### config.mk
export PLATFORM = sky130hd
export DESIGN_NAME = ppe_row_window
export DESIGN_NICKNAME = d
export VERILOG_FILES = /design/src/rtl/ppe_row_window.sv
export SDC_FILE = /design/constraint.sdc
export NUM_CORES = 1
export LEC_CHECK = 0
export CORE_ASPECT_RATIO = 1.1
export CORE_MARGIN = 4
export CORE_UTILIZATION = 50
export CTS_CLUSTER_SIZE = 12
export DETAILED_ROUTE_END_ITERATION = 7
export GPL_TIMING_DRIVEN = 0
export PLACE_DENSITY = 0.9
export SLEW_MARGIN = 25
export SYNTH_ARGS = -nofsm -noshare
export SYNTH_HDL_FRONTEND = slang
export SYNTH_SLANG_ARGS = --single-unit
### constraint.sdc
create_clock -name clk -period 3.1 [get_ports clk]
set_input_delay 0.62 -clock clk [delete_from_list [all_inputs] [get_ports clk]]
set_output_delay 0.62 -clock clk [all_outputs]
set_load 0.005 [all_outputs]
### src/rtl/ppe_row_window.sv
// rtl/ppe_row_window.sv - double-buffered row intake, sliding window and row request issue for a partial-sum PE
module ppe_row_window #(
    parameter int PE_ID       = 5,
    parameter int IMEM_ID     = 10,
    parameter int IFMAP_SIZE  = 25,
    parameter int FILTER_SIZE = 5,
    parameter int ROWS_PER_TS = 5,
    parameter int NUM_TS      = 2
) (
    input  logic                  clk,
    input  logic                  reset,
    input  logic                  in_valid,
    output logic                  in_ready,
    input  logic [IFMAP_SIZE+7:0] in_packet,
    output logic                  win_valid,
    input  logic                  win_ready,
    output logic [FILTER_SIZE-1:0] win_data,
    output logic [4:0]            win_col,
    output logic [2:0]            win_row,
    output logic                  win_ts,
    output logic                  req_valid,
    input  logic                  req_ready,
    output logic [IFMAP_SIZE+7:0] req_packet,
    output logic                  ts_done,
    output logic                  all_done,
    output logic                  err
);

    localparam int PKT_W    = IFMAP_SIZE + 8;
    localparam int LAST_COL = IFMAP_SIZE - FILTER_SIZE;

    localparam logic [PKT_W-1:0] REQ_PKT = {4'(IMEM_ID), 4'(PE_ID), {IFMAP_SIZE{1'b0}}};

    typedef enum logic [1:0] {
        S_IDLE,
        S_SLIDE,
        S_WAIT_REQ,
        S_DONE
    } state_t;

    state_t                 state;
    logic [IFMAP_SIZE-1:0]  pending_data;
    logic                   pending_valid;
    logic [IFMAP_SIZE-1:0]  active_data;
    logic                   active_valid;
    logic [4:0]             col;
    logic [2:0]             rows_received;
    logic [2:0]             rows_consumed;
    logic [2:0]             req_count;
    logic                   ts;
    logic                   req_outstanding;
    logic                   req_valid_r;
    logic                   ts_done_r;
    logic                   err_r;

    logic [3:0]             pkt_dest;
    logic [3:0]             pkt_op;
    logic                   accept;
    logic                   pkt_good;
    logic                   row_accept;
    logic                   win_hs;
    logic                   row_end;
    logic                   ts_end;
    logic                   transfer;
    logic                   req_hs;
    logic                   req_cond;
    logic                   active_valid_nxt;
    logic                   run_done_nxt;
    logic                   req_busy_nxt;
    logic [IFMAP_SIZE-1:0]  window_shift;

    // Handshake qualifiers and next-state hints shared by the sequential block
    always_comb begin
        pkt_dest         = in_packet[PKT_W-1 -: 4];
        pkt_op           = in_packet[PKT_W-5 -: 4];
        accept           = in_valid && in_ready;
        pkt_good         = (pkt_dest == 4'(PE_ID)) && (pkt_op == 4'd1) && (state != S_DONE);
        row_accept       = accept && pkt_good;
        win_hs           = active_valid && win_ready;
        row_end          = win_hs && (col == 5'(LAST_COL));
        ts_end           = row_end && (rows_consumed == 3'(ROWS_PER_TS - 1));
        // Transfer looks at the current active flag, so a row that just ended
        // leaves a one-cycle bubble before the next row is promoted.
        transfer         = !active_valid && pending_valid;
        req_hs           = req_valid_r && req_ready;
        req_cond         = !req_valid_r && !req_outstanding && !pending_valid
                           && (rows_received != 3'd0)
                           && (rows_received < 3'(ROWS_PER_TS))
                           && (req_count < rows_received)
                           && (state != S_DONE);
        active_valid_nxt = transfer || (active_valid && !row_end);
        run_done_nxt     = (state == S_DONE) || (ts_end && (ts == 1'(NUM_TS - 1)));
        req_busy_nxt     = req_cond || (req_valid_r && !req_hs) || req_hs
                           || (req_outstanding && !row_accept);
    end

    // Output views of the registered state
    always_comb begin
        window_shift = active_data >> col;
        in_ready     = !reset && !pending_valid;
        win_valid    = active_valid;
        win_data     = active_valid ? window_shift[FILTER_SIZE-1:0] : '0;
        win_col      = col;
        win_row      = rows_consumed;
        win_ts       = ts;
        req_valid    = req_valid_r;
        req_packet   = req_valid_r ? REQ_PKT : '0;
        ts_done      = ts_done_r;
        all_done     = (state == S_DONE);
        err          = err_r;
    end

    // Row buffering, window stepping, request issue and run-phase tracking
    always_ff @(posedge clk) begin
        if (reset) begin
            state           <= S_IDLE;
            pending_data    <= '0;
            pending_valid   <= 1'b0;
            active_data     <= '0;
            active_valid    <= 1'b0;
            col             <= '0;
            rows_received   <= '0;
            rows_consumed   <= '0;
            req_count       <= '0;
            ts              <= 1'b0;
            req_outstanding <= 1'b0;
            req_valid_r     <= 1'b0;
            ts_done_r       <= 1'b0;
            err_r           <= 1'b0;
        end else begin
            // Pending slot: only written when empty, so accept and transfer never collide
            if (row_accept) begin
                pending_data <= in_packet[IFMAP_SIZE-1:0];
            end
            pending_valid <= row_accept || (pending_valid && !transfer);

            if (transfer) begin
                active_data <= pending_data;
            end
            active_valid <= active_valid_nxt;

            if (transfer || row_end) begin
                col <= '0;
            end else if (win_hs) begin
                col <= col + 5'd1;
            end

            // A row accepted on the same edge as the timestep wrap belongs to the new timestep
            if (ts_end) begin
                rows_received <= {2'b00, row_accept};
            end else if (row_accept) begin
                rows_received <= rows_received + 3'd1;
            end

            if (ts_end) begin
                rows_consumed <= '0;
            end else if (row_end) begin
                rows_consumed <= rows_consumed + 3'd1;
            end

            if (ts_end) begin
                req_count <= '0;
            end else if (req_hs) begin
                req_count <= req_count + 3'd1;
            end

            if (req_hs) begin
                req_outstanding <= 1'b1;
            end else if (row_accept) begin
                req_outstanding <= 1'b0;
            end

            if (req_hs) begin
                req_valid_r <= 1'b0;
            end else if (req_cond) begin
                req_valid_r <= 1'b1;
            end

            ts_done_r <= ts_end;
            if (ts_end && (ts != 1'(NUM_TS - 1))) begin
                ts <= ~ts;
            end

            if (accept && !pkt_good) begin
                err_r <= 1'b1;
            end

            case (state)
                S_DONE: state <= S_DONE;
                default: begin
                    if (run_done_nxt) begin
                        state <= S_DONE;
                    end else if (active_valid_nxt) begin
                        state <= S_SLIDE;
                    end else if (req_busy_nxt) begin
                        state <= S_WAIT_REQ;
                    end else begin
                        state <= S_IDLE;
                    end
                end
            endcase
        end
    end

endmodule
==> summary.txt <==
Outcome
  • Outcome: finished, final reports clean

Timing
  • Final period util: 97.0%
  • Max_slew headroom: 60.2%
  • Final setup fails: 0
  • Hold Vio Cnt, Final: 0
  • RSZ-0062 raised after global routing: no
  • Fin. max-slew vios: 0
  • Worst-Margin Slew: 0.595 ns
  • Max Clock Freq: 0.333 GHz
  • Final Critical Period: 3.01 ns
  • Setup TNS: 0 ns
  • Max Clock Skew: 0.00466 ns

Finish
  • Layout Area Growth over Synthesis: 26.6%
  • N_diodes: 0
  • Cell area after layout: 5040 sq um
  • Register area: 1470 sq um
  • Final core utilization: 66.4%
  • Layout cells sized above 1: 15.3%
  • # fillers: 622
  • Nets: 617
  • Multi-input gate area: 2120 sq um

Yosys
  • Yosys top cell by area: dfxtp_1
  • Simple-Gate Fraction of Synth Area: 19.3%
  • Post-Synth Adder-Cell Area: 2.83%
  • Post-Synth XOR/XNOR Area: 2.20%
  • Post-synth ARST share: 0%
  • Most frequent cell after synthesis: nand2_1
  • Leading post-synthesis cells by cell area: dfxtp_1 37%, nand2_1 11%, a21oi_1 7.7%, buf_4 6.6%, mux2i_1 5.0%
  • Top FF cell, synth: dfxtp_1
  • Synth Area in Compound Gates: 12.7%
  • Sequential fraction of the synthesis area: 36.7%
  • Largest family of logic cells by synthesized area: simple AND/OR/NAND/NOR gates
  • Post-Syn Instances: 471
  • Netlist cell types: 54
  • Synth Warn #: 0
  • EDFF count, synth: 0
  • Yosys reg bits: 73
  • Cell Area, Synth: 3980 sq um
  • Mux contribution to synthesized area: 13.6%
  • Area share of the largest cell type after synthesis: 36.7%
  • Synthesized area per cell: 8.46 sq um
  • Commonest cells post-synth: 121 x nand2_1, 73 x dfxtp_1, 61 x a21oi_1

Floorplanning
  • Rows: 33
  • Die area: 9460 sq um
  • Chip width: 93.1 um
  • Core area: 7600 sq um
  • Die Height: 102 um
  • Initial core utilization: 52.4%
  • Io pins: 91

Global route
  • Largest net degree at the start of global routing: 14
  • Initial antenna violation count: 0
  • Total congestion overflow: 0
  • Vias in the first global route: 3411
  • First-pass GRT wire length: 16.1 mm
  • GRT Total Usage: 21.4%

Worst setup path
  • CP Data Arrival Time: 2.39 ns
  • Max Fanout on Critical Path: 10
  • Req. time, crit path: 2.48 ns
  • Kind of critical path: reg2out
  • Crit path launch type: flop
  • Crit. End Element: output port

Flow run
  • MaxCap Viol Count: 0

Placement
  • Detailed Place HPWL: 7.61 mm
  • DP Area: 4820 sq um
  • RePlAce Congestion: 0.906
  • Number of port buffers: 60

Clock tree
  • H-tree depth: 3
  • Clock transition at the registers of the reported paths: 0.08 ns
  • TritonCTS Buffers: 9
  • Sink Count: 73
  • Hold-fix buffers, CTS: 0
  • Clock Root Buffer: clkbuf_8
  • Clk buf depth: 2
  • Clock latency on the worst-skew pair: 0.35 ns
  • CTS tree: built

Pwr
  • PwrDens: 358 nW/um^2
  • Max rail drop VDD: 0.000346 V
  • Total power: 1.81 mW
  • P_leak: 1.89 nW

Detailed routing
  • First drt pass iteration count: 4
  • First DRT Iteration DRCs: 156
  • Via/cell ratio: 5.18
  • Drt drc: 0
  • Final ANT Viol Nets: 0
  • Final wirelength: 9.91 mm
  • Via count: 3523
  • Detailed-route wire length per cell: 14.6 um

Worst hold path
  • HP Class: reg2reg
==> worst max-delay path, stage by stage (launching register included) <==
cell,delay [ns]
dfxtp_4,0.38
buf_12,0.14
mux4_1,0.57
o211ai_1,0.25
o21ai_1,0.10
a21o_1,0.17
clkdlybuf4s50_1,0.44
==> flip-flops by register name, indices dropped and copies added (netlist names) <==
register / flops
ts_done: 1
win_col: 5
win_row: 3
err: 1
pending_data: 25
win_valid: 1
req_count: 3
state: 2
rows_received: 3
active_data: 25
req_outstanding: 1
pending_valid: 1
win_ts: 1
req_valid: 1
==> through the flow <==
stage          worst slack [ns]  hold slack [ns]  instances
6_report                 0.0945            0.455        680
3_5_place_dp              0.317            0.444        664
5_1_grt                  0.0134            0.467        680
2_1_floorplan             0.867            0.432        499
3_3_place_gp              0.348            0.439        664
4_1_cts                 0.00295            0.455        680
==> power breakdown <==
group	total [mW]	internal, mW	switching, mW
sequential	0.937	0.936	0.000763
combinational	0.112	0.0705	0.0415
clock	0.757	0.396	0.360
total	1.81	1.40	0.403
==> kinds of logic after synthesis <==
group / after synthesis
AOI/OAI and AO/OA: 88
DFF: 73
xor gates and xnor gates: 10
and+or+nand+nor: 180
buffers and inverters: 73
other: 1
muxes: 37
adders and majority gates: 9
==> final timing paths <==
kind	startpoint	to	slack, ns	depth (start not counted)
hold reg to reg	pending_data[23]$_SDFFE_PP0P_	pending_data[23]$_SDFFE_PP0P_	0.46	2
hold / removal	pending_data[23]$_SDFFE_PP0P_	pending_data[23]$_SDFFE_PP0P_	0.46	2
setup reg to reg	win_col[1]$_SDFFE_PP0P_	win_col[1]$_SDFFE_PP0P_	0.92	9
setup / recovery	win_col[0]$_SDFFE_PP0P_	win_data[2]	0.09	6
==> area by class of cell <==
type	instances	share of cell area (%)
Buffer	64	9.53
Clock buffer	10	2.73
Clock inverter	6	1.29
Inverter	9	0.670
Multi-Input combinational cell	353	42.1
Sequential cell	73	29.1
Tap cell	105	2.60
Timing Repair Buffer	60	12.0
==> repair_timing <==
item                       4_1_cts  5_1_grt
pin swaps                        0        1
buffers inserted                 0        0
gates resized for setup          4        5
setup endpoints to repair        4        5
==> placed cells by master (no fill, tap or decap), types with 6 or more instances in the layout <==
master           instances
a21oi_1                 61
buf_4                   35
clkbuf_1                13
clkbuf_8                16
clkdlybuf4s50_1         59
conb_1                  29
dfxtp_1                 70
ha_1                     9
inv_1                    7
mux2i_1                 20
mux4_2                   8
nand2_1                121
nand3_1                  8
nor2_1                  28
o21ai_0                  7
xnor2_1                  6
==> per-layer routing <==
layer	global-route usage [%]	part of all wire, %	up-vias
met5	0	0	-
met4	8.12	2.1	0
met3	4.46	5.6	21
met2	38.5	51	99
met1	25.1	41	1667
li1	-	-	1736
No activity file was read; power rests on OpenSTA's default activity.
